$ cat config.mk
export PLATFORM = sky130hd
export DESIGN_NAME = lc3_mc_core_flat
export DESIGN_NICKNAME = d
export VERILOG_FILES = /design/src/rtl/lc3_mc_core_if.sv /design/src/rtl/lc3_mc_core.sv /design/src/flat_wrapper.sv
export SDC_FILE = /design/constraint.sdc
export NUM_CORES = 1
export LEC_CHECK = 0
export CAP_MARGIN = 40
export CORE_ASPECT_RATIO = 1.2
export CORE_UTILIZATION = 40
export CTS_BUF_LIST = sky130_fd_sc_hd__clkbuf_2 sky130_fd_sc_hd__clkbuf_4 sky130_fd_sc_hd__clkbuf_8
export DETAILED_ROUTE_END_ITERATION = 16
export PLACE_DENSITY = 0.56
export SLEW_MARGIN = 20
export SYNTH_ARGS = -nofsm -noshare
export SYNTH_HDL_FRONTEND = slang
export SYNTH_SLANG_ARGS = --single-unit
export TNS_END_PERCENT = 30
$ cat constraint.sdc
create_clock -name clock -period 10.75 [get_ports clock]
set_input_delay 1.075 -clock clock [delete_from_list [all_inputs] [get_ports clock]]
set_output_delay 1.075 -clock clock [all_outputs]
set_load 0.005 [all_outputs]
$ cat src/rtl/lc3_mc_core_if.sv
// Memory bus between the LC-3 multicycle core and its memory.
// The core (master) holds a request until the memory (slave) accepts it with mem_ready.
interface lc3_mc_core_if #(
    parameter int ADDR_W = 16
) ();
    logic              mem_req;
    logic              mem_we;
    logic [ADDR_W-1:0] mem_addr;
    logic [15:0]       mem_wdata;
    logic [15:0]       mem_rdata;
    logic              mem_ready;

    modport master (
        output mem_req, mem_we, mem_addr, mem_wdata,
        input  mem_rdata, mem_ready
    );

    modport slave (
        input  mem_req, mem_we, mem_addr, mem_wdata,
        output mem_rdata, mem_ready
    );
endinterface

$ cat src/rtl/lc3_mc_core.sv
// Multicycle LC-3 subset core: FETCH/DECODE/EXEC/MEM/HALT over a single
// request/ready memory bus, with TRAP-based character output and halt.
module lc3_mc_core #(
    parameter int          ADDR_W   = 16,
    parameter logic [15:0] RESET_PC = 16'h3000,
    parameter logic [7:0]  OUT_VEC  = 8'h21,
    parameter logic [7:0]  HALT_VEC = 8'h25
) (
    input  logic          clock,
    input  logic          reset,
    lc3_mc_core_if.master bus,
    output logic          out_valid,
    output logic [7:0]    out_data,
    output logic          halted,
    output logic          illegal
);

    localparam logic [3:0] OP_BR   = 4'b0000;
    localparam logic [3:0] OP_ADD  = 4'b0001;
    localparam logic [3:0] OP_LD   = 4'b0010;
    localparam logic [3:0] OP_ST   = 4'b0011;
    localparam logic [3:0] OP_AND  = 4'b0101;
    localparam logic [3:0] OP_NOT  = 4'b1001;
    localparam logic [3:0] OP_JMP  = 4'b1100;
    localparam logic [3:0] OP_LEA  = 4'b1110;
    localparam logic [3:0] OP_TRAP = 4'b1111;

    localparam logic [ADDR_W-1:0] PC_INIT = RESET_PC[ADDR_W-1:0];
    localparam logic [ADDR_W-1:0] PC_ONE  = 1;

    typedef enum logic [2:0] {FETCH, DECODE, EXEC, MEM, HALT} state_t;

    state_t            state, next_state;
    logic [ADDR_W-1:0] pc, ea;
    logic [15:0]       ir;
    logic [2:0]        cc;
    logic [15:0]       rf [8];

    logic [3:0]  opcode;
    logic [2:0]  dr;
    logic [15:0] sr1_val, alu_b, alu_res, sext9, ea_sum;
    logic        br_taken, is_illegal, mem_req_c;

    function automatic logic [2:0] cc_of(input logic [15:0] v);
        if (v[15])
            return 3'b100;
        else if (v == 16'h0000)
            return 3'b010;
        else
            return 3'b001;
    endfunction

    // Instruction field decode, ALU and effective-address arithmetic
    always_comb begin
        opcode     = ir[15:12];
        dr         = ir[11:9];
        sr1_val    = rf[ir[8:6]];
        alu_b      = ir[5] ? {{11{ir[4]}}, ir[4:0]} : rf[ir[2:0]];
        sext9      = {{7{ir[8]}}, ir[8:0]};
        ea_sum     = 16'(pc) + sext9;
        br_taken   = |(ir[11:9] & cc);
        is_illegal = opcode inside {4'b1000, 4'b1101, 4'b0100, 4'b0110,
                                    4'b0111, 4'b1010, 4'b1011};
        alu_res    = 16'h0000;
        case (opcode)
            OP_ADD:  alu_res = sr1_val + alu_b;
            OP_AND:  alu_res = sr1_val & alu_b;
            OP_NOT:  alu_res = ~sr1_val;
            default: alu_res = 16'h0000;
        endcase
    end

    always_ff @(posedge clock or posedge reset) begin
        if (reset)
            state <= FETCH;
        else
            state <= next_state;
    end

    // Next state and bus drive; reset gates mem_req so a pending transfer drops at once
    always_comb begin
        next_state    = state;
        mem_req_c     = 1'b0;
        bus.mem_we    = 1'b0;
        bus.mem_addr  = pc;
        bus.mem_wdata = rf[dr];
        case (state)
            FETCH: begin
                mem_req_c = 1'b1;
                if (bus.mem_ready)
                    next_state = DECODE;
            end
            DECODE: next_state = EXEC;
            EXEC: begin
                if (opcode == OP_LD || opcode == OP_ST)
                    next_state = MEM;
                else if (opcode == OP_TRAP && ir[7:0] == HALT_VEC)
                    next_state = HALT;
                else if (is_illegal)
                    next_state = HALT;
                else
                    next_state = FETCH;
            end
            MEM: begin
                mem_req_c    = 1'b1;
                bus.mem_we   = (opcode == OP_ST);
                bus.mem_addr = ea;
                if (bus.mem_ready)
                    next_state = FETCH;
            end
            HALT:    next_state = HALT;
            default: next_state = FETCH;
        endcase
        bus.mem_req = mem_req_c & ~reset;
        halted      = (state == HALT);
    end

    always_ff @(posedge clock or posedge reset) begin
        if (reset) begin
            pc        <= PC_INIT;
            ea        <= '0;
            ir        <= 16'h0000;
            cc        <= 3'b010;
            out_valid <= 1'b0;
            out_data  <= 8'h00;
            illegal   <= 1'b0;
            for (int i = 0; i < 8; i++)
                rf[i] <= 16'h0000;
        end else begin
            out_valid <= 1'b0;
            case (state)
                FETCH: begin
                    if (bus.mem_ready) begin
                        ir <= bus.mem_rdata;
                        pc <= pc + PC_ONE;
                    end
                end
                EXEC: begin
                    case (opcode)
                        OP_ADD, OP_AND, OP_NOT: begin
                            rf[dr] <= alu_res;
                            cc     <= cc_of(alu_res);
                        end
                        OP_BR: begin
                            if (br_taken)
                                pc <= ea_sum[ADDR_W-1:0];
                        end
                        OP_JMP: pc <= sr1_val[ADDR_W-1:0];
                        OP_LEA: rf[dr] <= 16'(ea_sum[ADDR_W-1:0]);
                        OP_LD, OP_ST: ea <= ea_sum[ADDR_W-1:0];
                        OP_TRAP: begin
                            if (ir[7:0] == OUT_VEC) begin
                                out_valid <= 1'b1;
                                out_data  <= rf[0][7:0];
                            end
                        end
                        default: illegal <= 1'b1;
                    endcase
                end
                MEM: begin
                    if (bus.mem_ready && opcode == OP_LD) begin
                        rf[dr] <= bus.mem_rdata;
                        cc     <= cc_of(bus.mem_rdata);
                    end
                end
                default: ;
            endcase
        end
    end

endmodule

$ cat src/flat_wrapper.sv
// flat-port wrapper written by rule: the top's interface ports become plain ports
module lc3_mc_core_flat 
#(
    parameter int          ADDR_W   = 16,
    parameter logic [15:0] RESET_PC = 16'h3000,
    parameter logic [7:0]  OUT_VEC  = 8'h21,
    parameter logic [7:0]  HALT_VEC = 8'h25
)
  (clock, reset, out_valid, out_data, halted, illegal, bus_mem_req, bus_mem_we, bus_mem_addr, bus_mem_wdata, bus_mem_rdata, bus_mem_ready);
  lc3_mc_core_if #(.ADDR_W(ADDR_W)) bus_i ();
  input  logic clock;
  input  logic reset;
  output logic out_valid;
  output logic [7:0] out_data;
  output logic halted;
  output logic illegal;
  output wire logic [$bits(bus_i.mem_req)-1:0] bus_mem_req;
  output wire logic [$bits(bus_i.mem_we)-1:0] bus_mem_we;
  output wire logic [$bits(bus_i.mem_addr)-1:0] bus_mem_addr;
  output wire logic [$bits(bus_i.mem_wdata)-1:0] bus_mem_wdata;
  input wire logic [$bits(bus_i.mem_rdata)-1:0] bus_mem_rdata;
  input wire logic [$bits(bus_i.mem_ready)-1:0] bus_mem_ready;
  assign bus_mem_req = bus_i.mem_req;
  assign bus_mem_we = bus_i.mem_we;
  assign bus_mem_addr = bus_i.mem_addr;
  assign bus_mem_wdata = bus_i.mem_wdata;
  assign bus_i.mem_rdata = bus_mem_rdata;
  assign bus_i.mem_ready = bus_mem_ready;
  lc3_mc_core #(.ADDR_W(ADDR_W), .RESET_PC(RESET_PC), .OUT_VEC(OUT_VEC), .HALT_VEC(HALT_VEC)) u_core (.clock(clock), .reset(reset), .bus(bus_i), .out_valid(out_valid), .out_data(out_data), .halted(halted), .illegal(illegal));
endmodule
Yosys cells after proc, flatten, opt, wreduce, memory -nomap -nowiden
Index checks and enable logic that the tools add are counted. W data, S select, Z words.

Input bits: 19. Memories kept: 0. Register bits after elaboration: 192. Bits in read-only memories: 0. Bits in latches: 0. Bits in writable memories: 0.

$mul: 0. Mux-type cells: 42. Reduce and logical (&&, ||, !) cells: 24. Shifts and indexed selects: 0. Div/mod/pow operators: 0. Bitwise logic cells: 9. Add/subtract/negate cells: 3. Magnitude comparators: 4. Equality and inequality tests: 28.

Operators by type and width (number): $pmux W128 S2 (2); $bwmux W128 (3); $mux W16 (11); $bmux W16 S3 (3); $mux W128 (1); $pmux W16 S2 (2); $demux W16 S3 (1); $pmux W16 S3 (1); $add A16 B16 Y16 (2); $eq A4 B4 Y1 const B (8); $logic_not A16 Y1 (2); $mux W3 (9); $add A16 B1 Y16 const B (1); $and A16 B16 Y16 (1); $eq A4 B3 Y1 const B (4); $eq A8 B6 Y1 const B (2); $not A16 Y16 (1); $pmux W3 S5 (1); $ge A4 B4 Y1 const B (3); $not A3 Y4 (3); $reduce_and A3 Y1 (3); $reduce_or A9 Y1 (1); $eq A4 B2 Y1 const B (2); $reduce_and A2 Y1 (4); 24 further kinds (39).

Logic depth before layout (Yosys ltp)
Depth after elaboration: 12. Depth in mapped cells: 16.

Least setup slack after synthesis
Ideal clock, no wire load.

Path kind: register -> register. Start point: register u_core.ir[1]. End point: register u_core.cc[0]. Path slack: 6.786 ns. Buffers on the path: 2. Required time: 10.625 ns. Cell stages (with the launch flop): 16. Setup time: 0.125 ns. Arrival: 3.839 ns. Path through: dfrtp_1 -> clkbuf_1 -> clkbuf_1 -> mux4_2 -> nand2_1 -> nand2_1 -> ha_1 -> fa_1 -> a21oi_1 -> o221ai_1 -> a21oi_1 -> nor3_1 -> and4b_1 -> o2111a_1 -> and4_1 -> o21ai_1.

Word-level cells in the longest chain between the ends: 12. Elaborated cells on any way between the ends: 13.

Ends and longest elaborated chain: from (decl) (line lc3_mc_core.sv:35) `logic [15:0] ir;`; from (signal assigned) (line lc3_mc_core.sv:134) `ir <= bus.mem_rdata;`; $not A3 Y4 (not written as such) (line lc3_mc_core.sv:58) `alu_b = ir[5] ? {{11{ir[4]}}, ir[4:0]} : rf[ir[2:0]];`; $bmux W16 S3 (line lc3_mc_core.sv:58); $mux W16 (not written as such) (2 in series) (line lc3_mc_core.sv:58); $mux W16 * (line lc3_mc_core.sv:58); $add A16 B16 Y16 / $and A16 B16 Y16 (equally long branches) (line lc3_mc_core.sv:66, lc3_mc_core.sv:67); $pmux W16 S3 * (line lc3_mc_core.sv:65) `case (opcode)`; $logic_not A16 Y1 (line lc3_mc_core.sv:47) `else if (v == 16'h0000)`; $mux W2 (line lc3_mc_core.sv:47); $mux W3 * (line lc3_mc_core.sv:45) `if (v[15])`; $mux W3 * (line lc3_mc_core.sv:139) `case (opcode)`; $pmux W3 S2 * (line lc3_mc_core.sv:131) `case (state)`; to (signal assigned) (line lc3_mc_core.sv:142) `cc <= cc_of(alu_res);`; to (signal assigned) (line lc3_mc_core.sv:163) `cc <= cc_of(bus.mem_rdata);`; to (decl) (line lc3_mc_core.sv:36) `logic [2:0] cc;`.

Every way passes the cells marked *; elsewhere a longest branch is shown, timed or not. The select of a mux whose other input is x is not followed. A chain may end at the register's enable or synchronous reset.

Worst setup path in the final report
Start point: register u_core.ir[8]. End point: register u_core.rf[6] in the netlist's numbering.

Word-level cells in the longest chain between the ends: 9. Elaborated cells on any way between the ends: 11.

Ends and longest elaborated chain: $not A3 Y4 (not written as such) * (line lc3_mc_core.sv:57) `sr1_val = rf[ir[8:6]];`; $bmux W16 S3 * (line lc3_mc_core.sv:57); $mux W16 (not written as such) * (2 in series) (line lc3_mc_core.sv:57); $add A16 B16 Y16, or another cell as far along (line lc3_mc_core.sv:66) `OP_ADD: alu_res = sr1_val + alu_b;`; $pmux W16 S3 * (line lc3_mc_core.sv:65); $bwmux W128 * (line lc3_mc_core.sv:141) `rf[dr] <= alu_res;`; $pmux W128 S2 * (line lc3_mc_core.sv:139); $pmux W128 S2 * (line lc3_mc_core.sv:131); to (signal, indexed assignment) (line lc3_mc_core.sv:141); to (signal, indexed assignment) (line lc3_mc_core.sv:149) `OP_LEA: rf[dr] <= 16'(ea_sum[ADDR_W-1:0]);`; to (signal, indexed assignment) (line lc3_mc_core.sv:162) `rf[dr] <= bus.mem_rdata;`; to (decl) (line lc3_mc_core.sv:37) `logic [15:0] rf [8];`.

Marks and branches as above.

==> impl_metrics.py <==
metrics = {
    "status": {
        "status": "complete, no violations",
    },
    "synth": {
        "synth-xor-area-share": 0.0118,
        "yosys.area_share.adder": 0.0331,
        "ys_ff_latch": 192,
        "ys_dominant_reg_cell": "dfrtp_1",
        "syn_nets": 1385,
        "synth_area_um2": 13300,
        "synth_cell_types": 86,
        "synth_edf_count": 0,
        "synth_compound_gate_area_share": 0.175,
        "synth-simple-area-share": 0.162,
        "synthCells": 1332,
        "synthMuxAreaShare": 0.218,
        "synth_seq_area_share": 0.361,
        "async_flop_share": 1.00,
        "ys_warn_count": 0,
        "synth_top_family_by_area": "multiplexers",
        "avgSynthCellArea_um2": 9.99,
    },
    "power": {
        "p_leak_nw": 6.39,
        "vdd.ir_drop.worst_mv": 0.102,
        "power.total_mw": 4.84,
        "cellPowerDensity_nw_per_um2": 324,
    },
    "sta": {
        "min_period_ns": 4.73,
        "relSlewSlack": 0.422,
        "finalCritPeriodShare": 0.440,
        "whs_ns": 0.489,
        "fmax_ghz": 0.212,
        "rsz0062_at_grt": "no",
        "hold_viol_final": 0,
        "tns_ns": 0,
        "drv_slew": 0,
        "skew_ns": 0.0362,
        "tightest_slew_ns": 0.864,
        "finalSetupViolations": 0,
    },
    "placement": {
        "dp_hpwl_um": 31000,
        "dp.cells": 1781,
        "placed_area_um2": 14400,
        "portBuffers": 63,
        "place_congestion": 0.932,
    },
    "clocking": {
        "clkLatencyLatePin_ns": 0.55,
        "postCtsSetupBuffers": 0,
        "htreeDepth": 4,
        "cts_tree": "yes",
        "numClockSinks": 192,
        "path_clk_slew_ns": 0.11,
        "clockBufferDepth": 2,
        "clock-root-buffer": "clkbuf_8",
        "cts_resized": 0,
        "postCtsHoldBufs": 0,
        "cts_buffers": 17,
    },
    "hold_path": {
        "min_to": "u_core.illegal",
        "hold_start": "u_core.illegal",
        "min_path_type": "reg2reg",
        "hold_depth": 1,
    },
    "flow_run": {
        "maxCapViolations": 0,
    },
    "global_routing": {
        "grt_max_degree": 102,
        "grt_usage": 0.264,
        "grt_pass1_vias": 10900,
        "grt_pass1_wl_um": 67200,
        "grt_overflow": 0,
        "grt_antenna_before_repair": 0,
    },
    "floorplanning": {
        "die-width_um": 169,
        "die_y_um": 202,
        "dieArea_um2": 34000,
        "core_area_um2": 32500,
        "io_pins": 64,
        "row_count": 72,
        "initial_utilization": 0.409,
    },
    "detailed_routing": {
        "ant_nets": 0,
        "dr_total_vias": 11400,
        "drt-pass1-iter-count": 6,
        "drt-wirelength-per-cell_um": 24.4,
        "drc_errors": 0,
        "drt_wl_total_um": 44300,
        "viasPerCell": 6.27,
        "drtIter0Drc": 1058,
    },
    "layout": {
        "final_cell_area_um2": 14900,
        "drive_gt1_frac": 0.208,
        "num-fill-cells": 3086,
        "layout.cells.non_filler": 1814,
        "finalNetCount": 1411,
        "diodes": 0,
        "synthToLayoutAreaGrowth_pct": 12.0,
    },
    "setup_path": {
        "reg2reg_to": "u_core.rf[6]",
        "worstSetupPathType": "reg2reg",
        "r2r-start": "u_core.ir[8]",
        "critPathCaptureType": "register",
        "crit_arrival_ns": 5.10,
        "critical_path_peak_fanout": 25,
        "rrSetupSlack_ns": 6.02,
        "worstPathRequired_ns": 11.13,
        "setup.worst_path.start_class": "register",
        "reg2regPathDepth": 12,
    },
}
[layout make-up]
class,instances,area (µm²),share of cell area
Clock inverter,12,230,0.0154
Clock buffer,19,262,0.0175
Multi-Input combinational cell,1027,8000,0.537
Tap cell,444,556,0.0372
Inverter,24,97.6,0.00654
Timing Repair Buffer,96,956,0.0641
Sequential cell,192,4810,0.323
[synthesized netlist by cell type (all sizes together) (29+ instances only)]
master | instances | area (µm²)
nand2 | 195 | 742
dfrtp | 189 | 4730
mux2 | 119 | 1340
nor2 | 99 | 379
a22oi | 74 | 556
o21ai | 70 | 373
mux4 | 60 | 1390
a21oi | 59 | 318
clkbuf | 54 | 204
buf | 35 | 231
a211oi | 33 | 268
ha | 32 | 400
nor3 | 31 | 171
nand4 | 29 | 181
[layer usage]
metal  up-vias  global-route usage  part of all wire
li1       5069                   -                 -
met1      5726               0.348              0.42
met2       484               0.437              0.49
met3        95              0.0370             0.059
met4         0               0.108             0.034
met5         -                   0                 0
[worst max-delay path, cell delays in order, from the launching register on]
cell and delay [ns]:
dfrtp_1 0.62, buf_4 0.50, mux4_1 0.60, mux2i_1 0.36, inv_1 0.14, fa_1 0.43
a21oi_1 0.40, o221ai_1 0.19, xor2_1 0.17, a221oi_1 0.38, o211ai_1 0.14, o21ai_1 0.42
o21ai_0 0.22
[layout by cell type, fill, tap and decap left out, types with 28 or more instances in the layout]
cell             instances
dfrtp_1                187
nand4_1                 29
mux2_2                 119
nor3_1                  28
mux4_2                  50
clkdlybuf4s50_1         63
ha_1                    32
nand2_1                193
o21ai_0                 51
a211oi_1                29
a22oi_1                 74
a21oi_1                 53
nor2_1                  97
[cells by family (layout without fill, tap and decap cells)]
family / count (synthesis) / count (layout)
xor gates and xnor gates: 18 / 18
buffers and inverters: 113 / 151
adders and majority gates: 34 / 34
AOI/OAI and AO/OA: 325 / 325
DFF: 192 / 192
and+or+nand+nor: 454 / 454
muxes: 196 / 196
[sequential cells by signal, summed over array words and instances (netlist names)]
signal            flops
u_core.out_data       8
u_core.rf           128
u_core.ir            16
u_core.ea            16
u_core.cc             3
u_core.illegal        1
u_core.out_valid      1
u_core.pc            16
u_core.state          3
[worst max-delay path by stage]
stage / startpoint / end / cells after the start
after floorplan: reset / u_core.cc[0] / 1
after global placement: u_core.ir[8] / u_core.rf[10] / 13
after detailed placement: u_core.ir[8] / u_core.rf[126] / 13
after CTS: u_core.ir[8] / u_core.rf[126] / 13
after global routing: u_core.ir[8] / u_core.rf[126] / 13
final: u_core.ir[8] / u_core.rf[6] / 12
[where the power goes]
group          internal, mW  switching, mW
clock network         0.313          0.287
logic                  1.20           1.76
registers             0.967          0.314
total                  2.48           2.36
[per-stage QoR]
stage | util | worst slack, ns
final | 0.459 | 6.02
after global routing | 0.459 | 5.82
after CTS | 0.458 | 6.10
after detailed placement | 0.443 | 6.12
after global placement | 0.439 | 6.14
after floorplan | - | 4.45
Note: power is estimated with default switching activity, not from simulation.
